`src/rtl/text_cell_sequencer.sv`:
```
// text_cell_sequencer: incremental pixel-to-cell counters, writable line buffer and glyph index.
// Optional blinking cursor enabled by defining CURSOR_EN.
module text_cell_sequencer #(
  parameter int N = 32,
  parameter int CELL_W = 5,
  parameter int CELL_H = 9
) (
  input  logic       clk,
  input  logic       reset,
  input  logic [9:0] hpos,
  input  logic [9:0] vpos,
  input  logic       display_on,
  input  logic       wr_valid,
  input  logic [7:0] wr_data,
  output logic       wr_ready,
  output logic       active,
  output logic [6:0] col,
  output logic [5:0] row,
  output logic [2:0] xx,
  output logic [3:0] yy,
  output logic [6:0] glyph_idx,
  output logic       cursor_on
);
  localparam int AW = $clog2(N);
  logic [7:0] buf_q [N];
  logic [7:0] buf_d [N];
  logic [AW-1:0] wp_q, wp_d;
  logic [2:0] xx_q, xx_d;
  logic [6:0] col_q, col_d;
  logic [3:0] yy_q, yy_d;
  logic [5:0] row_q, row_d;
  logic [6:0] glyph_q, glyph_d;
  logic active_q;
  logic hz, xw, yw;
  logic [7:0] wbyte;
  always_comb begin
    hz = hpos == 10'd0;
    xw = xx_q == 3'(CELL_W - 1);
    yw = yy_q == 4'(CELL_H - 1);
    xx_d = (hz || xw) ? 3'd0 : xx_q + 3'd1;
    col_d = hz ? 7'd0 : (xw && col_q != 7'd127) ? col_q + 7'd1 : col_q;
    yy_d = !hz ? yy_q : (vpos == 10'd0 || yw) ? 4'd0 : yy_q + 4'd1;
    row_d = !hz ? row_q : (vpos == 10'd0) ? 6'd0 : (yw && row_q != 6'd63) ? row_q + 6'd1 : row_q;
    // look up with the column being computed now so glyph_idx lands with col
    glyph_d = 7'(buf_q[col_d[AW-1:0]] - 8'h20);
    wr_ready = !display_on;
    wbyte = (wr_data < 8'h20 || wr_data > 8'h7f) ? 8'h3f : wr_data;
    buf_d = buf_q;
    wp_d = wp_q;
    if (wr_valid && wr_ready) begin
      wp_d = (wr_data == 8'h0d) ? '0 : wp_q + 1'b1;
      if (wr_data != 8'h0d) buf_d[wp_q] = wbyte;
    end
  end
  always_ff @(posedge clk) begin
    if (reset) begin
      xx_q <= '0;
      col_q <= '0;
      yy_q <= '0;
      row_q <= '0;
      glyph_q <= '0;
      active_q <= 1'b0;
      wp_q <= '0;
      buf_q <= '{default: 8'h20};
    end else begin
      xx_q <= xx_d;
      col_q <= col_d;
      yy_q <= yy_d;
      row_q <= row_d;
      glyph_q <= glyph_d;
      active_q <= display_on;
      wp_q <= wp_d;
      buf_q <= buf_d;
    end
  end
`ifdef CURSOR_EN
  logic [4:0] fc_q, fc_d;
  logic cursor_q, cursor_d;
  always_comb begin
    fc_d = (hz && vpos == 10'd0) ? fc_q + 5'd1 : fc_q;
    cursor_d = display_on && col_d[AW-1:0] == wp_q && fc_q[4];
  end
  always_ff @(posedge clk) begin
    fc_q <= reset ? 5'd0 : fc_d;
    cursor_q <= reset ? 1'b0 : cursor_d;
  end
  assign cursor_on = cursor_q;
`else
  assign cursor_on = 1'b0;
`endif
  assign active = active_q;
  assign col = col_q;
  assign row = row_q;
  assign xx = xx_q;
  assign yy = yy_q;
  assign glyph_idx = glyph_q;
endmodule

```
`config.mk`:
```
export PLATFORM = sky130hd
export DESIGN_NAME = text_cell_sequencer
export DESIGN_NICKNAME = d
export VERILOG_FILES = /design/src/rtl/text_cell_sequencer.sv
export SDC_FILE = /design/constraint.sdc
export NUM_CORES = 1
export LEC_CHECK = 0
export BUFFER_PORTS_ARGS = -buffer_cell sky130_fd_sc_hd__buf_4
export CELL_PAD_IN_SITES_DETAIL_PLACEMENT = 0
export CELL_PAD_IN_SITES_GLOBAL_PLACEMENT = 1
export CORE_ASPECT_RATIO = 1.75
export CORE_UTILIZATION = 52
export CTS_BUF_LIST = sky130_fd_sc_hd__clkbuf_8
export DETAILED_ROUTE_END_ITERATION = 8
export PLACE_DENSITY_LB_ADDON = 0.1
export RECOVER_POWER = 25
export SLEW_MARGIN = 20
export SYNTH_ARGS = -nofsm -noshare
export SYNTH_HDL_FRONTEND = slang
export SYNTH_SLANG_ARGS = --single-unit
```
`constraint.sdc`:
```
create_clock -name clk -period 6.2 [get_ports clk]
set_clock_uncertainty 0.05 [all_clocks]
set_input_delay 0 -clock clk [delete_from_list [all_inputs] [get_ports clk]]
set_output_delay 0 -clock clk [all_outputs]
set_load 0.03 [all_outputs]
```
==> flow_metrics.tcl <==
set metrics [dict create \
    status "complete, but fails checks" \
    violations "max-capacitance violations, max-slew violations" \
    tns_ps 0 \
    synthCells 1373 \
    period_needed_ps 3900 \
    synth.avg_cell_area_um2 8.29 \
    synth_top_area_cell "dfxtp_1" \
    routabilityCongestion 0.838 \
    synthArstFlopShare 0 \
    dieWidth_um 114 \
    drt-total-wl_mm 32.8 \
    relSlewSlack -1.82 \
    grt_max_degree 154 \
    crit_slowest_cell "clkbuf_1" \
    clkPwrFrac 0.420 \
    first_pass_iters 5 \
    min_path_type "input pin to flop" \
    worstPathArrival_ps 4080 \
    final.period_utilization 0.629 \
    fin_area_mm2 0.0127 \
    ir_drop_mv 0.158 \
    synth_common_cells "nor2_1 (263), dfxtp_1 (257), nand2_1 (196)" \
    required_ps 6380 \
    slowest_delay_ps 3010 \
    cts_tree "done" \
    pin_count 62 \
    cap_violations 1 \
    grt_pass1_wl_mm 51.2 \
    via_count 9646 \
    antenna_found_initial 0 \
    p_seq_frac 0.521 \
    synth_cell_types 62 \
    grt.total_usage 0.299 \
    cts_root_buf "clkbuf_8" \
    syn_to_final_growth_pct 11.6 \
    ctsResizeCount 0 \
    n_antenna_cell 0 \
    synth_edf_count 0 \
    num_rows 71 \
    synth-seq-cells 257 \
    worst_pin_slew_ps 4220 \
    start_util 0.529 \
    power_frac_comb 0.059 \
    max-clock-path-buffers 3 \
    fmax_mhz 256 \
    viasPerCell 5.65 \
    synth_area_leaders "dfxtp_1 (45%), a211oi_1 (11%), nor2_1 (8.7%)" \
    grt_pass1_vias 9245 \
    syn-cell-area_mm2 0.0114 \
    drt-initial-drc-count 484 \
    dp_hpwl_mm 20.7 \
    cp-start-kind "input pin" \
    synth.yosys.seq_area_share 0.452 \
    swShare 0.244 \
    ys_warn_count 0 \
    placed_area_mm2 0.0119 \
    path_buf_inv 2 \
    cp_top_family "buffers and inverters" \
    final-max-slew-violation-count 99 \
    num-fill-cells 2053 \
    wl_per_cell_um 19.2 \
    power.density_mw_per_mm2 252 \
    core_area_mm2 0.0215 \
    end_kind "flop" \
    netlist.area_leader.share 0.452 \
    clkSinkCount 257 \
    synth_fp_nets 1415 \
    cell_internal_pwr_mw 2.42 \
    cts_setup_buffers 0 \
    grt_overflow 0 \
    numCtsBuffers 39 \
    path_cells "buf_6, clkbuf_1, nor4b_1" \
    p_sw_mw 0.780 \
    p_leak_nw 4.34 \
    dpl.cell_count 1629 \
    worstSkewPairLatency_ps 540 \
    instances_no_fill 1708 \
    critPathMaxFanout 153 \
    synthFlopType "dfxtp_1" \
    die_area_mm2 0.0225 \
    clk_pin_slew_ps 60 \
    fp.dieH_um 198 \
    drive_gt1_frac 0.0946 \
    pre_cts_ws_ps 2460 \
    route.detailed.drc 0 \
    port_buffers 60 \
    rsz0062_at_grt "no" \
    setup_ws_ps 2300 \
    crit_type "input pin to flop" \
    htree_levels 2 \
    hold_violations 0 \
    ant_nets 0 \
    setup_viol 0 \
    synth.most_common_cell "nor2_1" \
    layout.nets 1437 \
]
## worst register-to-register path: stages (launching register included)
cell      delay (ps)
dfxtp_1          430
ha_1             220
nand4_1          220
o211a_1          330
or3_2            600
nor2_1           820
nand3_1          120
and4_1           280
a211oi_1         380
nor3_1            90
## routing by layer
metal | GRT usage | wire (µm)
met1 | 0.361 | 13400
met2 | 0.522 | 16500
met3 | 0.0334 | 1430
met4 | 0.149 | 1460
met5 | 0 | 0
## cell families after synthesis
| family | synth area share |
|---|---|
| adders and majority gates | 0.0110 |
| DFF | 0.452 |
| muxes | 0.0755 |
| AOI/OAI and AO/OA | 0.164 |
| buffers and inverters | 0.0456 |
| other | 0.000330 |
| and+or+nand+nor | 0.243 |
| xor gates and xnor gates | 0.00847 |
## path summary, 6_finish.rpt
kind | start | to | slack (ps) | cells after the start
hold reg to reg | buf_q[118] | buf_q[118] | 440 | 2
hold / removal | reset | active | 9 | 2
setup reg to reg | col[0] | glyph_idx[0] | 2520 | 9
setup / recovery | reset | xx[1] | 2300 | 3
## state kept, by name (all words and copies together) (netlist names)
signal	cells
buf_q	224
yy	4
glyph_idx	7
active	1
xx	3
row	6
wp_q	5
col	7
## what timing repair did
action	4_1_cts	5_1_grt
hold endpoints to repair	21	0
setup endpoints to repair	0	0
hold buffers	17	0
## power groups by stage
stage	Combinational, mW	Sequential (mW)	Clock (mW)
after floorplan	0.110	1.71	0
after global placement	0.185	1.70	0
after detailed placement	0.185	1.70	0
after CTS	0.191	1.67	1.37
after global routing	0.202	1.67	1.43
final	0.187	1.67	1.34
## per-stage QoR
stage	hold WS, ps	utilization	power [mW]
after floorplan	74.8	-	1.82
after global placement	214	0.554	1.89
after detailed placement	220	0.555	1.89
after CTS	15.1	0.596	3.23
after global routing	71.9	0.591	3.30
final	8.71	0.591	3.20
## cell type report
| cell class | count | area, µm² | area share |
|---|---|---|---|
| multi-input cells | 988 | 5760 | 0.454 |
| flip-flops and latches | 257 | 5140 | 0.405 |
| clock buffers | 49 | 674 | 0.0531 |
| repair buffers | 100 | 669 | 0.0527 |
| well taps | 292 | 365 | 0.0288 |
| clock inverters | 13 | 51.3 | 0.00404 |
| inverters | 9 | 33.8 | 0.00266 |
## cells in the final DEF, fill, tap and decap left out, types with 3 or more instances in the layout
master	synthesis	final
nor2_1	263	257
mux2i_1	63	63
mux4_2	8	8
nor2_2	1	7
ha_1	10	10
dlygate4sd3_1	0	17
nor2b_1	4	3
a311o_1	5	5
a311oi_1	5	5
clkbuf_1	105	34
o21ai_0	35	35
inv_1	9	20
nand3_1	64	64
o21bai_1	3	3
clkbuf_4	0	3
and4_1	6	6
clkbuf_8	0	49
a22oi_1	4	4
nor3_1	19	18
nand2_1	196	196
dfxtp_1	257	257
buf_4	3	45
a21oi_1	21	19
nand2b_1	32	32
xnor2_1	5	5
and3_1	7	7
xor2_1	6	6
a211oi_1	170	169
nor4_1	3	3
nand4_1	12	12
Note: power is estimated with default switching activity, not from simulation.
